==> config.mk <==
export PLATFORM = sky130hd
export DESIGN_NAME = div_share_ctrl
export DESIGN_NICKNAME = d
export VERILOG_FILES = /design/src/rtl/div_share_ctrl.sv
export SDC_FILE = /design/constraint.sdc
export NUM_CORES = 1
export LEC_CHECK = 0
export ABC_AREA = 1
export BUFFER_PORTS_ARGS = -buffer_cell sky130_fd_sc_hd__buf_2
export CORE_MARGIN = 4
export CORE_UTILIZATION = 55
export CTS_CLUSTER_DIAMETER = 80
export CTS_CLUSTER_SIZE = 8
export DETAILED_ROUTE_END_ITERATION = 8
export PLACE_DENSITY = 0.77
export SLEW_MARGIN = 20
export SYNTH_ARGS = -nofsm -noshare
export SYNTH_HDL_FRONTEND = slang
export SYNTH_HIERARCHICAL = 1
export SYNTH_SLANG_ARGS = --single-unit
==> constraint.sdc <==
create_clock -name clk -period 13.6 [get_ports clk]
set_input_delay 0.68 -clock clk [delete_from_list [all_inputs] [get_ports clk]]
set_output_delay 0.68 -clock clk [all_outputs]
set_load 0.005 [all_outputs]
==> src/rtl/div_share_ctrl.sv <==
// Two-requester front end around a single combinational divider.
// Round-robin grant, one operation in flight, registered quotient and dbz status.

module div #(
   parameter int WIDTH = 6
) (
   input  logic [WIDTH-1:0] dividend,
   input  logic [WIDTH-1:0] divisor,
   output logic [WIDTH-1:0] quot,
   output logic             dbz
);

   logic [WIDTH:0] rem;

   // Restoring long division; a zero divisor yields all-ones, masked by the caller anyway.
   always_comb begin
      rem  = '0;
      quot = '0;
      for (int i = WIDTH - 1; i >= 0; i--) begin
         rem = {rem[WIDTH-1:0], dividend[i]};
         if (rem >= {1'b0, divisor}) begin
            rem     = rem - {1'b0, divisor};
            quot[i] = 1'b1;
         end
      end
   end

   assign dbz = (divisor == '0);

endmodule

// state | meaning
// IDLE  | arbitrate, accept one request
// CALC  | operands registered, capture divider result
// RESP  | result presented to the source until it takes it
module div_share_ctrl #(
   parameter int WIDTH = 6,
   parameter int CNT_W = 8
) (
   input  logic             clk,
   input  logic             rst,
   input  logic             req0_valid,
   output logic             req0_ready,
   input  logic [WIDTH-1:0] req0_dividend,
   input  logic [WIDTH-1:0] req0_divisor,
   input  logic             req1_valid,
   output logic             req1_ready,
   input  logic [WIDTH-1:0] req1_dividend,
   input  logic [WIDTH-1:0] req1_divisor,
   output logic [1:0]       rsp_valid,
   input  logic [1:0]       rsp_ready,
   output logic [WIDTH-1:0] rsp_quot,
   output logic             rsp_dbz,
   output logic             busy,
   output logic [CNT_W-1:0] dbz_cnt
);

   typedef enum logic [1:0] {
      IDLE = 2'd0,
      CALC = 2'd1,
      RESP = 2'd2
   } state_t;

   state_t           state;
   state_t           state_nxt;
   logic             rr_ptr;
   logic             src;
   logic [WIDTH-1:0] op_dividend;
   logic [WIDTH-1:0] op_divisor;
   logic             grant0;
   logic             grant1;
   logic             acc0;
   logic             acc1;
   logic             rsp_hs;
   logic [WIDTH-1:0] div_quot;
   logic             div_dbz;

   div #(
      .WIDTH (WIDTH)
   ) u_div (
      .dividend (op_dividend),
      .divisor  (op_divisor),
      .quot     (div_quot),
      .dbz      (div_dbz)
   );

   // rr_ptr names the requester that wins a tie.
   always_comb begin
      grant0 = 1'b0;
      grant1 = 1'b0;
      if (!rr_ptr) begin
         grant0 = req0_valid;
         grant1 = req1_valid & ~req0_valid;
      end else begin
         grant1 = req1_valid;
         grant0 = req0_valid & ~req1_valid;
      end
   end

   assign req0_ready = ~rst & (state == IDLE) & grant0;
   assign req1_ready = ~rst & (state == IDLE) & grant1;
   assign acc0       = req0_valid & req0_ready;
   assign acc1       = req1_valid & req1_ready;
   assign rsp_hs     = (state == RESP) & rsp_ready[src];

   always_ff @(posedge clk) begin
      if (rst) begin
         state <= IDLE;
      end else begin
         state <= state_nxt;
      end
   end

   always_comb begin
      state_nxt = state;
      case (state)
         IDLE:    if (acc0 || acc1) state_nxt = CALC;
         CALC:    state_nxt = RESP;
         RESP:    if (rsp_hs) state_nxt = IDLE;
         default: state_nxt = IDLE;
      endcase
   end

   always_comb begin
      rsp_valid = 2'b00;
      busy      = (state != IDLE);
      if (state == RESP) begin
         rsp_valid[src] = 1'b1;
      end
   end

   always_ff @(posedge clk) begin
      if (rst) begin
         rr_ptr      <= 1'b0;
         src         <= 1'b0;
         op_dividend <= '0;
         op_divisor  <= '0;
         rsp_quot    <= '0;
         rsp_dbz     <= 1'b0;
         dbz_cnt     <= '0;
      end else begin
         if (acc0) begin
            op_dividend <= req0_dividend;
            op_divisor  <= req0_divisor;
            src         <= 1'b0;
         end else if (acc1) begin
            op_dividend <= req1_dividend;
            op_divisor  <= req1_divisor;
            src         <= 1'b1;
         end
         if (state == CALC) begin
            rsp_quot <= div_dbz ? {WIDTH{1'b1}} : div_quot;
            rsp_dbz  <= div_dbz;
            if (div_dbz && (dbz_cnt != {CNT_W{1'b1}})) begin
               dbz_cnt <= dbz_cnt + CNT_W'(1);
            end
         end
         if (rsp_hs) begin
            rr_ptr <= ~src;
         end
      end
   end

endmodule

; ---- After elaboration in Yosys (flattened, before gate mapping)
; Cells that the tools add are included.
[word_totals]
register_bits = 31
output_inout_bits = 20
word_cells = 75
[classes]
n_addsub = 6
order_cmp = 8
eq_ne = 5
mux = 26
bitwise_logic = 12
n_reduce_logical = 10
[op_table]
columns = operator, count
row1 = 2-to-1 mux 6 bit, 10
row2 = >= comparator 7 x 6 -> 1 bit, 5
row3 = subtractor 6 bit, 4
row4 = 2-to-1 mux 1 bit, 11
row5 = adder 8 x 1 -> 8 bit (second input constant), 1
row6 = bitwise AND 1 bit, 8
row7 = != test 8 bit (second input constant), 1
row8 = >= comparator 1 x 6 -> 1 bit, 1
row9 = zero test 6 bit, 1
row10 = 2-to-1 mux 2 bit, 3
row11 = one-hot mux 2 bit (3 select lines), 1
row12 = subtractor 1 x 6 -> 6 bit, 1
row13 = NOT 1 bit, 4
row14 = AND reduction 2 bit, 2
row15 = nonzero test 2 bit, 2
row16 = == test 2 x 1 -> 1 bit (second input constant), 1
row17 = == test 2 bit (second input constant), 1
row18 = logical AND 1 bit, 2
row19 = zero test 2 bit, 1
row20 = < comparator 1 x 2 -> 1 bit (second input constant), 1
row21 = != test 2 x 1 -> 1 bit (second input constant), 1
row22 = != test 2 bit (second input constant), 1
row23 = OR reduction 2 bit, 1
row24 = demux 1 bit (select 1 bit), 1
row25 = other kinds (2), 2

; ---- Longest topological paths before layout
[depth]
depth_word = 13
mapped_depth = 62
ltp_nobuf = 59

; ---- Hierarchy
; The synthesis kept the hierarchy.
[by_module_without_submodules]
columns = module, instances, cells_per_inst, area_each_um2
row1 = div, 1, 263, 1695.4
row2 = div_share_ctrl, 1, 223, 1626.6

; ---- Worst setup path before layout
; No wires, ideal clock.
[synth_timing]
kind = register to register
startpoint = register op_divisor[0]
endpoint = register rsp_quot[0]
setup_ps = 132
arrival_time_ps = 7478
required_time_ps = 13468
setup_slack_ps = 5989
stages_incl_launch_ff = 59
path_buffers = 3
period_less_slack_ps = 7611
path_cell_list = dfxtp_1 ha_1 inv_1 ha_1 inv_1 nand2_1 nand2_2 o21ai_0 inv_1 ha_1 nand2_1 inv_2 a21oi_1 nand2_2 inv_2 nand2_2 buf_6 nand2_1 [23 not listed] nand2_1 a21o_1 a21oi_1 o21a_1 nand3_2 buf_6 nand2_1 o21ai_1 ha_1 a21boi_0 o21ai_0 nand2_1 a21oi_1 o21bai_1 a21oi_1 nand3_1 o21ai_0 a21oi_1
[synth_via]
elab_chain_len = 13
word_cells_on_any_way = 19
cone_classes = 5 x add/sub / 6 x order compare / 7 x mux / 1 x reduce/logical
[synth_lines]
columns = element, line
row1 = from (decl), 69  ; logic [WIDTH-1:0] op_divisor;
row2 = from (signal assigned), 144  ; op_divisor <= req0_divisor;
row3 = from (signal assigned), 148  ; op_divisor <= req1_divisor;
row4 = subtractor 1 x 6 -> 6 bit or >= comparator 1 x 6 -> 1 bit (tied branches), "22, 21"
row5 = 2-to-1 mux 6 bit, 21  ; if (rem >= {1'b0, divisor}) begin
row6 = subtractor 6 bit or >= comparator 7 x 6 -> 1 bit (tied branches), "22, 21"
row7 = 2-to-1 mux 6 bit, 21
row8 = subtractor 6 bit or >= comparator 7 x 6 -> 1 bit (tied branches), "22, 21"
row9 = 2-to-1 mux 6 bit, 21
row10 = subtractor 6 bit or >= comparator 7 x 6 -> 1 bit (tied branches), "22, 21"
row11 = 2-to-1 mux 6 bit, 21
row12 = subtractor 6 bit or >= comparator 7 x 6 -> 1 bit (tied branches), "22, 21"
row13 = 2-to-1 mux 6 bit, 21
row14 = >= comparator 7 x 6 -> 1 bit *, 21
row15 = 2-to-1 mux 1 bit *, 21
row16 = named net div_quot[0], 75  ; logic [WIDTH-1:0] div_quot;
row17 = 2-to-1 mux 6 bit *, 152  ; rsp_quot <= div_dbz ? {WIDTH{1'b1}} : div_quot;
row18 = to (signal assigned), 152
row19 = to (decl), 52  ; output logic [WIDTH-1:0] rsp_quot,
; The timed path passes the listed nets; every way through them passes the cells marked *.
; A chain may end at the register's enable or synchronous reset.

; ---- Final worst setup path
[layout_timing]
startpoint = register op_divisor[1]
endpoint = register rsp_quot[0]
; The elaborated chain is that of the path after synthesis.

==> implementation parameters <==
Parameter                              Value

Clock tree
  Clock H-tree levels ... 2
  CTS tree ... yes
  Post-cts repair resize count ... 0
  Clock transition at the registers of the reported paths ... 0.08 ns
  Clock latency on the worst-skew pair ... 0.29 ns
  Clock sink count ... 31
  Total clock buffers created by CTS ... 5
  Post-CTS Setup Bufs ... 0
  Maximum count of clock buffers along a single path ... 2
  Cts-stage hold buffer count ... 0
  Root buf cell ... clkbuf_8

Floorplanning
  Floorplan die width ... 85.7 µm
  Initial Util ... 56.4%
  Area of the die ... 7350 µm²
  Die Height ... 85.7 µm
  Total I/O pin count ... 50
  Number of placement rows ... 28
  Core Box Area ... 5890 µm²

Placed design
  Worst slack after detailed placement ... 5.12 ns
  Total half-perimeter wirelength after legalization and detailed placement ... 6.08 mm
  Final weighted congestion in routability-driven placement ... 0.952
  Number of buffers inserted by port buffering ... 49
  Placed instance count ... 599

Global routing
  Largest net degree at the start of global routing ... 26
  First-pass GRT wire length ... 13.3 mm
  Busiest grt layer ... met2
  Antenna violations before repair ... 0
  Vias in the first global route ... 2,879
  Global routing usage on met3 ... 2.69%
  Remaining Overflow, GRT ... 0
  Routing usage on met1 ... 29.7%
  Global-route track usage on met2 ... 37.4%
  Global-route usage over all layers ... 22.3%

Synthesis
  Cell types with the largest area share after synthesis ... dfxtp_1 19%, ha_1 12%, nand2_1 12%
  Instance count of the mapped netlist ... 486
  Count of distinct cell types in the synthesized netlist ... 40
  Syn Std Cell Area ... 3320 µm²
  Syn Nets ... 553
  Most common library cells after synthesis ... 102 x nand2_1, 75 x inv_1, 42 x nand3_1
  Count of flip-flops with a built-in enable after synthesis ... 0
  Share of synthesized area occupied by flip-flops and latches ... 18.7%
  Mean post-synth cell area ... 6.84 µm²
  Number of flip-flops and latches in the synthesized netlist ... 31
  Most common cell in the synthesized netlist ... nand2_1
  Area share of the largest cell type after synthesis ... 18.7%
  Number of warnings reported in the yosys synthesis log ... 6
  Cell type with the highest aggregate area in the netlist ... dfxtp_1
  Share of synthesized registers carrying an async set or reset ... 0%
  Primary FF master, synth ... dfxtp_1

STA
  Final worst slack ... 5.04 ns
  Final critical path time including I/O delays and setup ... 8.56 ns
  RSZ-0062 raised after global routing ... no
  Endpoints failing hold ... 0
  FMAX ... 117 MHz
  Slew Limit Fails ... 0
  Final Hold Slack ... 0.462 ns
  Worst slew margin relative to its limit ... 66.3%
  Actual transition at the worst max-transition pin ... 0.505 ns
  Share of the clock period used by the worst path ... 63.0%
  Count of final setup violators ... 0
  Largest clock skew in the final design ... 0.00613 ns
  Final setup TNS ... 0 ns

Run status
  Outcome ... complete, no violations

Final layout
  Count of placed standard cells in the final layout, fillers left out ... 607
  Antenna diode count ... 0
  Area delta synth->final ... 9.64%
  Fraction of layout instances using a drive strength above 1 ... 20.1%
  Layout net count ... 598

Worst setup path
  Crit path top cell by count ... nand2_1
  Critical path's slowest cell ... dfxtp_1
  Data arrival, critical path ... 8.72 ns
  Crit start category ... flip-flop
  Worst Path Required ... 13.76 ns
  Kind of end point of the critical path ... flip-flop
  Worst-path maximum fanout ... 11
  Critical path type ... flip-flop to flip-flop
  Max incr delay on CP ... 0.61 ns
  FF-to-FF Start ... op_divisor[1]
  Critical Path Start ... op_divisor[1]

Drt
  Drt pass-1 iters ... 4
  Starting DRC count in detailed routing ... 219
  Routed wirelength normalized by instance count ... 12.8 µm
  Via/cell ratio ... 5.17
  Detailed-route DRC error count ... 0
  Remaining number of nets flagged by the antenna check after routing ... 0
  Via count ... 3,141
  Total routed wirelength ... 7.79 mm

Worst hold path
  Hold path startpoint ... rsp_quot[2]
  Path class of the lowest-slack min-delay path ... flip-flop to flip-flop

Flow run
  Maximum Capacitance Violations ... 0
## final cells by class
class | count | area (µm²)
clock buffers | 5 | 68.8
clock inverters | 3 | 20.0
fillers | 572 | 2240
inverters | 85 | 322
multi-input cells | 358 | 2260
flip-flops and latches | 31 | 621
well taps | 75 | 93.8
repair buffers | 50 | 253
## sequential cells by signal, indices dropped and copies added (netlist names)
| register | cells |
|---|---|
| src | 1 |
| op_dividend | 6 |
| dbz_cnt | 8 |
| op_divisor | 6 |
| rsp_dbz | 1 |
| rr_ptr | 1 |
| state | 2 |
| rsp_quot | 6 |
## path summary, 6_finish.rpt
path | to | slack [ns] | cells past startpoint
worst max register to register | rsp_quot[0] | 5.04 | 55
worst max-delay path | rsp_quot[0] | 5.04 | 55
worst min-delay path | rsp_quot[2] | 0.46 | 2
worst min register to register | rsp_quot[2] | 0.46 | 2
## metrics by stage
step | area [µm²] | utilization (%)
after floorplan | 3320 | -
after CTS | 3640 | 61.9
after detailed placement | 3550 | 60.4
after global routing | 3640 | 61.9
final | 3640 | 61.9
after global placement | 3550 | 60.4
## cell families (layout without fill, tap and decap cells)
group	count (synthesis)	after routing	share of synthesized area, %
compound gates	92	92	17.0
xor+xnor	16	16	4.22
fa+ha+maj	37	37	14.8
buf+inv	97	143	13.1
flops	31	31	18.7
simple gates	213	213	32.1
## metal layers
| layer | vias to the layer above | wire length (µm) |
|---|---|---|
| met2 | 71 | 3640 |
| met4 | 0 | 90 |
| met5 | - | 0 |
| li1 | 1659 | - |
| met1 | 1403 | 3640 |
| met3 | 8 | 419 |
## placed cells by master (no fill, tap or decap), drive strengths merged, types with 2 or more instances in the layout
| cell | netlist | final |
|---|---|---|
| nand2 | 113 | 113 |
| inv | 85 | 85 |
| buf | 8 | 50 |
| nand3 | 49 | 49 |
| a21oi | 42 | 42 |
| nor2 | 40 | 40 |
| ha | 33 | 33 |
| dfxtp | 31 | 31 |
| o21ai | 27 | 27 |
| o21bai | 14 | 14 |
| xor2 | 10 | 10 |
| xnor2 | 6 | 6 |
| nand4 | 5 | 5 |
| clkbuf | 4 | 5 |
| fa | 4 | 4 |
| a31oi | 3 | 3 |
| nor3 | 2 | 2 |
| clkinvlp | 0 | 2 |
| a21o | 2 | 2 |
| nand3b | 2 | 2 |
| o21a | 2 | 2 |
## critical path: cells and delay by family (launching register included)
kind	cells	cell delay [ns]
flip-flops	1	0.61
AO/OA/AOI/OAI	19	2.82
AND/OR/NAND/NOR	24	2.51
adder cells (fa/ha/maj)	6	1.90
buffers and inverters	6	0.57
Power is left out: the tool's default activity adds up to more than one toggle a clock period on the data nets, which glitch-free logic cannot reach.
